File: src/rtl/cpu_pkg.sv
// Shared types and defaults for the store write buffer.
package cpu_pkg;

  localparam int unsigned WBUF_DEPTH = 4;
  localparam int unsigned WBUF_AW    = 32;
  localparam int unsigned WBUF_DW    = 32;

  typedef struct packed {
    logic [WBUF_AW-1:0] addr;
    logic [WBUF_DW-1:0] data;
  } wbuf_entry_t;

  function automatic logic [WBUF_AW-1:0] word_align(input logic [WBUF_AW-1:0] a);
    return {a[WBUF_AW-1:2], 2'b00};
  endfunction

endpackage

File: src/rtl/wbuf_fwd_match.sv
// Load-forwarding lookup over the buffered stores; only present with STORE_BUF_FWD_EN.
`ifdef STORE_BUF_FWD_EN
module wbuf_fwd_match
  import cpu_pkg::*;
#(
  parameter int unsigned DEPTH = WBUF_DEPTH,
  parameter int unsigned AW    = WBUF_AW,
  parameter int unsigned DW    = WBUF_DW,
  parameter int unsigned PW    = $clog2(DEPTH)
) (
  input  wbuf_entry_t      entries [DEPTH],
  input  logic [DEPTH-1:0] valid,
  input  logic [PW-1:0]    rd_ptr,
  input  logic [AW-1:0]    lookup_addr,
  output logic             hit,
  output logic [DW-1:0]    data
);

  logic [PW-1:0] idx;
  logic          unused_lsb;

  assign unused_lsb = ^lookup_addr[1:0];

  // Walk oldest to youngest so a later (younger) match overwrites an older one.
  always_comb begin
    hit  = 1'b0;
    data = '0;
    idx  = '0;
    for (int unsigned k = 0; k < DEPTH; k++) begin
      idx = rd_ptr + PW'(k);
      if (valid[idx] && entries[idx].addr == {lookup_addr[AW-1:2], 2'b00}) begin
        hit  = 1'b1;
        data = entries[idx].data;
      end
    end
  end

endmodule
`endif

File: src/rtl/store_write_buffer.sv
// FIFO store buffer between the CPU memory stage and a wait-stated data bus.
// Optional load forwarding is enabled by defining STORE_BUF_FWD_EN.
module store_write_buffer
  import cpu_pkg::*;
#(
  parameter int unsigned DEPTH = WBUF_DEPTH,
  parameter int unsigned AW    = WBUF_AW,
  parameter int unsigned DW    = WBUF_DW
) (
  input  logic          clk,
  input  logic          reset,
  input  logic          cpu_we,
  input  logic          cpu_re,
  input  logic [AW-1:0] cpu_addr,
  input  logic [DW-1:0] cpu_wdata,
  output logic [DW-1:0] cpu_rdata,
  output logic          cpu_stall,
  input  logic [DW-1:0] mem_rdata,
  output logic          bus_valid,
  input  logic          bus_ready,
  output logic [AW-1:0] bus_addr,
  output logic [DW-1:0] bus_wdata,
  output logic          empty
);

  localparam int unsigned PW = $clog2(DEPTH);
  localparam int unsigned CW = PW + 1;

  wbuf_entry_t   entries [DEPTH];
  logic [PW-1:0] wr_ptr;
  logic [PW-1:0] rd_ptr;
  logic [CW-1:0] count;
  logic          full;
  logic          enq;
  logic          deq;

  assign full  = (count == CW'(DEPTH));
  assign empty = (count == '0);
  assign enq   = cpu_we & ~full;
  assign deq   = bus_valid & bus_ready;

  always_ff @(posedge clk or negedge reset) begin
    if (!reset) begin
      wr_ptr <= '0;
      rd_ptr <= '0;
      count  <= '0;
    end else begin
      if (enq) wr_ptr <= wr_ptr + PW'(1);
      if (deq) rd_ptr <= rd_ptr + PW'(1);
      case ({enq, deq})
        2'b10:   count <= count + CW'(1);
        2'b01:   count <= count - CW'(1);
        default: count <= count;
      endcase
    end
  end

  // Storage is not reset; pointers and count alone define which slots are live.
  always_ff @(posedge clk) begin
    if (enq) begin
      entries[wr_ptr].addr <= word_align(cpu_addr);
      entries[wr_ptr].data <= cpu_wdata;
    end
  end

  assign bus_valid = ~empty;
  assign bus_addr  = empty ? '0 : entries[rd_ptr].addr;
  assign bus_wdata = empty ? '0 : entries[rd_ptr].data;

`ifdef STORE_BUF_FWD_EN
  logic [DEPTH-1:0] valid_mask;
  logic             fwd_hit;
  logic [DW-1:0]    fwd_data;

  always_comb begin
    valid_mask = '0;
    for (int unsigned i = 0; i < DEPTH; i++) begin
      valid_mask[i] = CW'(PW'(PW'(i) - rd_ptr)) < count;
    end
  end

  wbuf_fwd_match #(
    .DEPTH (DEPTH),
    .AW    (AW),
    .DW    (DW)
  ) u_fwd_match (
    .entries     (entries),
    .valid       (valid_mask),
    .rd_ptr      (rd_ptr),
    .lookup_addr (cpu_addr),
    .hit         (fwd_hit),
    .data        (fwd_data)
  );

  assign cpu_rdata = (cpu_re & fwd_hit) ? fwd_data : mem_rdata;
  assign cpu_stall = cpu_we & full;
`else
  logic unused_addr_lsb;

  assign unused_addr_lsb = ^cpu_addr[1:0];
  assign cpu_rdata       = mem_rdata;
  // Without forwarding a load must not overtake pending stores.
  assign cpu_stall       = (cpu_we & full) | (cpu_re & ~empty);
`endif

endmodule

File: config.mk
export PLATFORM = sky130hd
export DESIGN_NAME = store_write_buffer
export DESIGN_NICKNAME = d
export VERILOG_FILES = /design/src/rtl/cpu_pkg.sv /design/src/rtl/wbuf_fwd_match.sv /design/src/rtl/store_write_buffer.sv
export SDC_FILE = /design/constraint.sdc
export NUM_CORES = 1
export LEC_CHECK = 0
export ABC_AREA = 0
export CORE_ASPECT_RATIO = 1.2
export CORE_MARGIN = 10
export CORE_UTILIZATION = 47
export DETAILED_ROUTE_END_ITERATION = 10
export PLACE_DENSITY = 0.77
export SLEW_MARGIN = 20
export SYNTH_ARGS = -nofsm -noshare
export SYNTH_HDL_FRONTEND = slang
export SYNTH_SLANG_ARGS = --single-unit
File: constraint.sdc
create_clock -name clk -period 2.8 [get_ports clk]
set_clock_uncertainty 0.15 [all_clocks]
set_input_delay 0.28 -clock clk [delete_from_list [all_inputs] [get_ports clk]]
set_output_delay 0.28 -clock clk [all_outputs]
set_load 0.05 [all_outputs]
; Word-level counts from Yosys, hierarchy flattened
; Memory sizes are Yosys's and may differ from the RTL's.
; Index checks and enable logic that the tools add are counted.
[totals]
ff_bits = 7
mem_bits_rw = 248
input_bits = 101
elab_cells = 25
n_memories = 1
[op_classes]
add_sub_neg = 4
eq_ne = 3
muxes = 5
bitwise = 7
n_reduce_logical = 2
[mem_list]
columns = memory, depth, width, rd, rd_clocked_by_memory_dff, write_ports, line
row1 = entries, 4, 62, 1, 0, 1, store_write_buffer.sv:29  ; wbuf_entry_t entries [DEPTH];
[ops]
columns = cell, count
row1 = two-way mux 32 bit, 2
row2 = one-hot mux 3 bit (2 select lines), 1
row3 = "adder 2 x 1 -> 2 bit, second input constant", 2
row4 = AND 1 bit, 4
row5 = "adder 3 x 1 -> 3 bit, second input constant", 1
row6 = "equality test 3 bit, second input constant", 1
row7 = zero test 3 bit, 1
row8 = "subtractor 3 x 1 -> 3 bit, second input constant", 1
row9 = "equality test 2 x 1 -> 1 bit, second input constant", 1
row10 = "equality test 2 bit, second input constant", 1
row11 = two-way mux 1 bit, 2
row12 = NOT 1 bit, 2
row13 = nonzero test 2 bit, 1
row14 = bitwise OR 1 bit, 1

; Depth between registers and ports, before layout
[depth]
ltp_word = 5
ltp_mapped = 9
depth_no_buf = 9

; Worst setup path after synthesis
; Ideal clock, no wire load.
[synth_timing]
path_kind = reg-to-reg
start = reg count[0]
end = mem entries[2][0] (netlist bit), enable pin
setup_time_ps = 426
t_arrival_ps = 2301
required_ps = 2224
slack_ps = -77
stages_incl_launch_ff = 4
period_less_slack_ps = 2877
cell_sequence = dfrtp_1 -> nor2_1 -> a21boi_1 -> and2_1
[synth_between]
elab_chain_len = 5
[synth_lines]
columns = item, line
row1 = "start, declared", store_write_buffer.sv:32  ; logic [CW-1:0] count;
row2 = "start signal, assigned", store_write_buffer.sv:51  ; 2'b10: count <= count + CW'(1);
row3 = "start signal, assigned", store_write_buffer.sv:52  ; 2'b01: count <= count - CW'(1);
row4 = "start signal, assigned", store_write_buffer.sv:53  ; default: count <= count;
row5 = equality test 3 bit, store_write_buffer.sv:37  ; assign full = (count == CW'(DEPTH));
row6 = NOT 1 bit, store_write_buffer.sv:39  ; assign enq = cpu_we & ~full;
row7 = AND 1 bit, store_write_buffer.sv:39
row8 = two-way mux 1 bit, store_write_buffer.sv:60  ; if (enq) begin
row9 = two-way mux 1 bit (implied by the code), store_write_buffer.sv:62  ; entries[wr_ptr].data <= cpu_wdata;
row10 = "end, declared", store_write_buffer.sv:29
; Every way passes these cells.

; Worst setup path after layout
[layout_timing]
start = reg count[0]
end = out bus_addr[29]
[layout_between]
elab_chain_len = 2
[layout_lines]
columns = item, line
row1 = zero test 3 bit, store_write_buffer.sv:38  ; assign empty = (count == '0);
row2 = two-way mux 32 bit, store_write_buffer.sv:67  ; assign bus_addr = empty ? '0 : entries[rd_ptr].addr;
row3 = "end, declared", store_write_buffer.sv:21  ; output logic [AW-1:0] bus_addr,
; Every way passes these cells.

==> flow_metrics.tcl <==
set metrics [dict create \
    drt-total-wl_um 19400 \
    hold_viol 0 \
    synth-seq-area-share_pct 75.3 \
    startpoint "count[0]" \
    critPathTopFamily "simple AND/OR/NAND/NOR gates" \
    clk-insertion-delay-late_ns 0.50 \
    vias_per_cell 5.25 \
    synth.cell_area_um2 10100 \
    numCtsBuffers 25 \
    p_leak_nw 4.21 \
    critPathKind "flip-flop to primary output" \
    p_clk_share_pct 20.8 \
    status "finished clean" \
    final_area_um2 12400 \
    synth_top_cell_area_share_pct 73.6 \
    power_density_nw_per_um2 1290 \
    routedWlPerCell_um 22.0 \
    synth_area_leaders "edfxtp_1 74%, mux4_2 13%, and2_1 4.1%" \
    fill_cells 1538 \
    critPathBufInv 2 \
    p_int_mw 9.94 \
    path_cells "or3_2 -> buf_4 -> and2_1 -> buf_4" \
    pwr-share-comb_pct 46.2 \
    path_common_cell "buf_4" \
    syn_avg_cell_area_um2 21.6 \
    switching_power_mw 6.06 \
    drive_gt1_share_pct 30.5 \
    final_nets 699 \
    maxCapViolCount 0 \
    fmax_mhz 375 \
    synth.distinct_cells 23 \
    clkTransAtPathRegs_ns 0.07 \
    critPathMaxStageDelay_ns 0.50 \
    power_frac_seq_pct 33.0 \
    dieHeight_um 181 \
    worstHoldStart "bus_ready" \
    grt_pass1_wl_um 30100 \
    synthTopCellsByCount "248 x edfxtp_1, 67 x and2_1, 58 x mux4_2, 34 x buf_4, 8 x buf_2" \
    grt_pass1_vias 5220 \
    async_flop_share_pct 2.75 \
    num_io_pins 200 \
    drv_slew 0 \
    grt_start_max_net_pins 66 \
    io_buffers 131 \
    end_kind "primary output" \
    syn_to_final_growth_pct 22.5 \
    grt_overflow 0 \
    relSlewSlack_pct 58.1 \
    dpl-instance-area_um2 11600 \
    min_period_ns 2.67 \
    synth_edf_count 248 \
    dp_hpwl_um 12500 \
    rsz0062_at_grt "no" \
    dr.first_iter.drc_count 202 \
    synthCells 468 \
    coreArea_um2 21000 \
    yosysMostFrequentCell "edfxtp_1" \
    period_share_pct 95.2 \
    vdd_drop_max_mv 1.08 \
    crit_arrival_ns 2.24 \
    critical_path.slowest_cell "or3_2" \
    hold_path_class "primary input to flip-flop" \
    setup_tns_ns 0 \
    worstReg2RegStart "count[0]" \
    worst_setup_path_start_kind "flip-flop" \
    tightest_slew_ns 0.629 \
    synth_ff_type "edfxtp_1" \
    clock_path_buffers 3 \
    root_buffer "clkbuf_16" \
    drc 0 \
    cts.sinks 255 \
    gp_congestion 0.732 \
    crit_fanout 65 \
    die_x_um 154 \
    die_area_um2 27800 \
    drt-pass1-iter-count 5 \
    ant_nets 0 \
    ys_seq_elements 255 \
    grt_usage_pct 13.6 \
    cts_tree "done" \
    sw_frac_of_total_pct 37.9 \
    row_count 58 \
    yosysTopAreaCell "edfxtp_1" \
    setup_violations 0 \
    antenna_found_initial 0 \
    vias 4618 \
    yosysWarnings 0 \
    n_antenna_cell 0 \
    start_util_pct 48.1 \
    htreeDepth 1 \
    cp.required_ns 2.37 \
]
==> cells by family (layout without fill, tap and decap cells) <==
logic type,after synthesis,count (layout),synth area share (%)
adder cells (fa/ha/maj),6,6,0.816
XOR/XNOR,6,6,0.519
buffers and inverters,62,202,4.70
flip-flops,255,255,75.3
AO/OA/AOI/OAI,2,2,0.124
multiplexers,64,64,14.2
other,1,2,0.0370
AND/OR/NAND/NOR,72,72,4.36
==> sequential cells by signal, indices dropped and copies added, names as in the netlist <==
register	flops
count	3
rd_ptr	2
wr_ptr	2
entries	248
==> through the flow <==
stage / util, % / std cells / total power, mW / setup WS, ns / hold WS (ns)
finish: 58.9 / 879 / 16.0 / 0.135 / 0.249
detailed placement: 54.9 / 832 / 12.9 / 0.323 / 0.341
global route: 58.9 / 879 / 16.7 / 0.0135 / 0.249
global placement: 54.9 / 832 / 12.7 / 0.477 / 0.324
CTS: 58.9 / 879 / 16.3 / 0.0808 / 0.222
floorplan: - / 469 / 10.6 / 0.584 / -0.166
==> final timing paths <==
kind                       depth (start not counted)           end  slack (ns)
max                                                4  bus_addr[29]        0.13
min                                                3     rd_ptr[1]        0.25
max reg2reg                                        8      count[2]        0.48
min reg2reg                                        1      count[2]        0.36
max in group asynchronous                          2     rd_ptr[0]        1.79
min in group asynchronous                          2      count[0]        0.43
==> metal layers <==
layer,GRT usage [%],vias up,routed length (um)
met1,15.7,2362,7480
met3,3.02,57,1160
met2,23.9,133,10100
met5,0,-,0
met4,5.22,0,651
li1,-,2066,-
==> worst min-delay path, stage by stage <==
cell,delay [ns]
clkdlybuf4s50_1,0.43
nand3_1,0.09
xnor2_1,0.06
==> layout by cell type (no fill, tap or decap), types with 2 or more instances in the layout <==
cell             instances
dfrtp_1                  5
clkinvlp_4               2
bufinv_16                4
buf_12                  20
clkinv_2                 4
clkdlybuf4s50_1         66
inv_1                    7
mux4_2                  58
and2_4                   4
mux4_1                   4
edfxtp_1               248
xnor2_1                  3
and2_1                  63
clkbuf_16               25
clkbuf_1                 7
ha_1                     5
buf_4                   64
xor2_1                   3
conb_1                   2
dfrtp_4                  2
nor2_1                   3
==> what timing repair did <==
action | in CTS | in global routing
buffers inserted | 2 | 0
endpoints found under the hold margin | 7 | 0
setup endpoints to repair | 13 | 0
resized for setup | 0 | 0
hold buffers | 1 | 0
==> power by group through the flow <==
stage               clock network (mW)  registers, mW  logic (mW)
global route                      3.60           5.34        7.79
CTS                               3.43           5.30        7.55
floorplan                            0           5.25        5.31
finish                            3.33           5.29        7.39
global placement                     0           5.35        7.39
detailed placement                   0           5.42        7.47
==> area by class of cell <==
type / instances / area, um2 / area share, %
Sequential cell: 255 / 7630 / 61.5
Multi-Input combinational cell: 152 / 2040 / 16.4
Timing Repair Buffer: 151 / 1550 / 12.5
Clock buffer: 32 / 652 / 5.25
Tap cell: 270 / 338 / 2.72
Clock inverter: 12 / 168 / 1.35
Inverter: 7 / 26.3 / 0.212
Note: power is estimated with default switching activity, not from simulation.
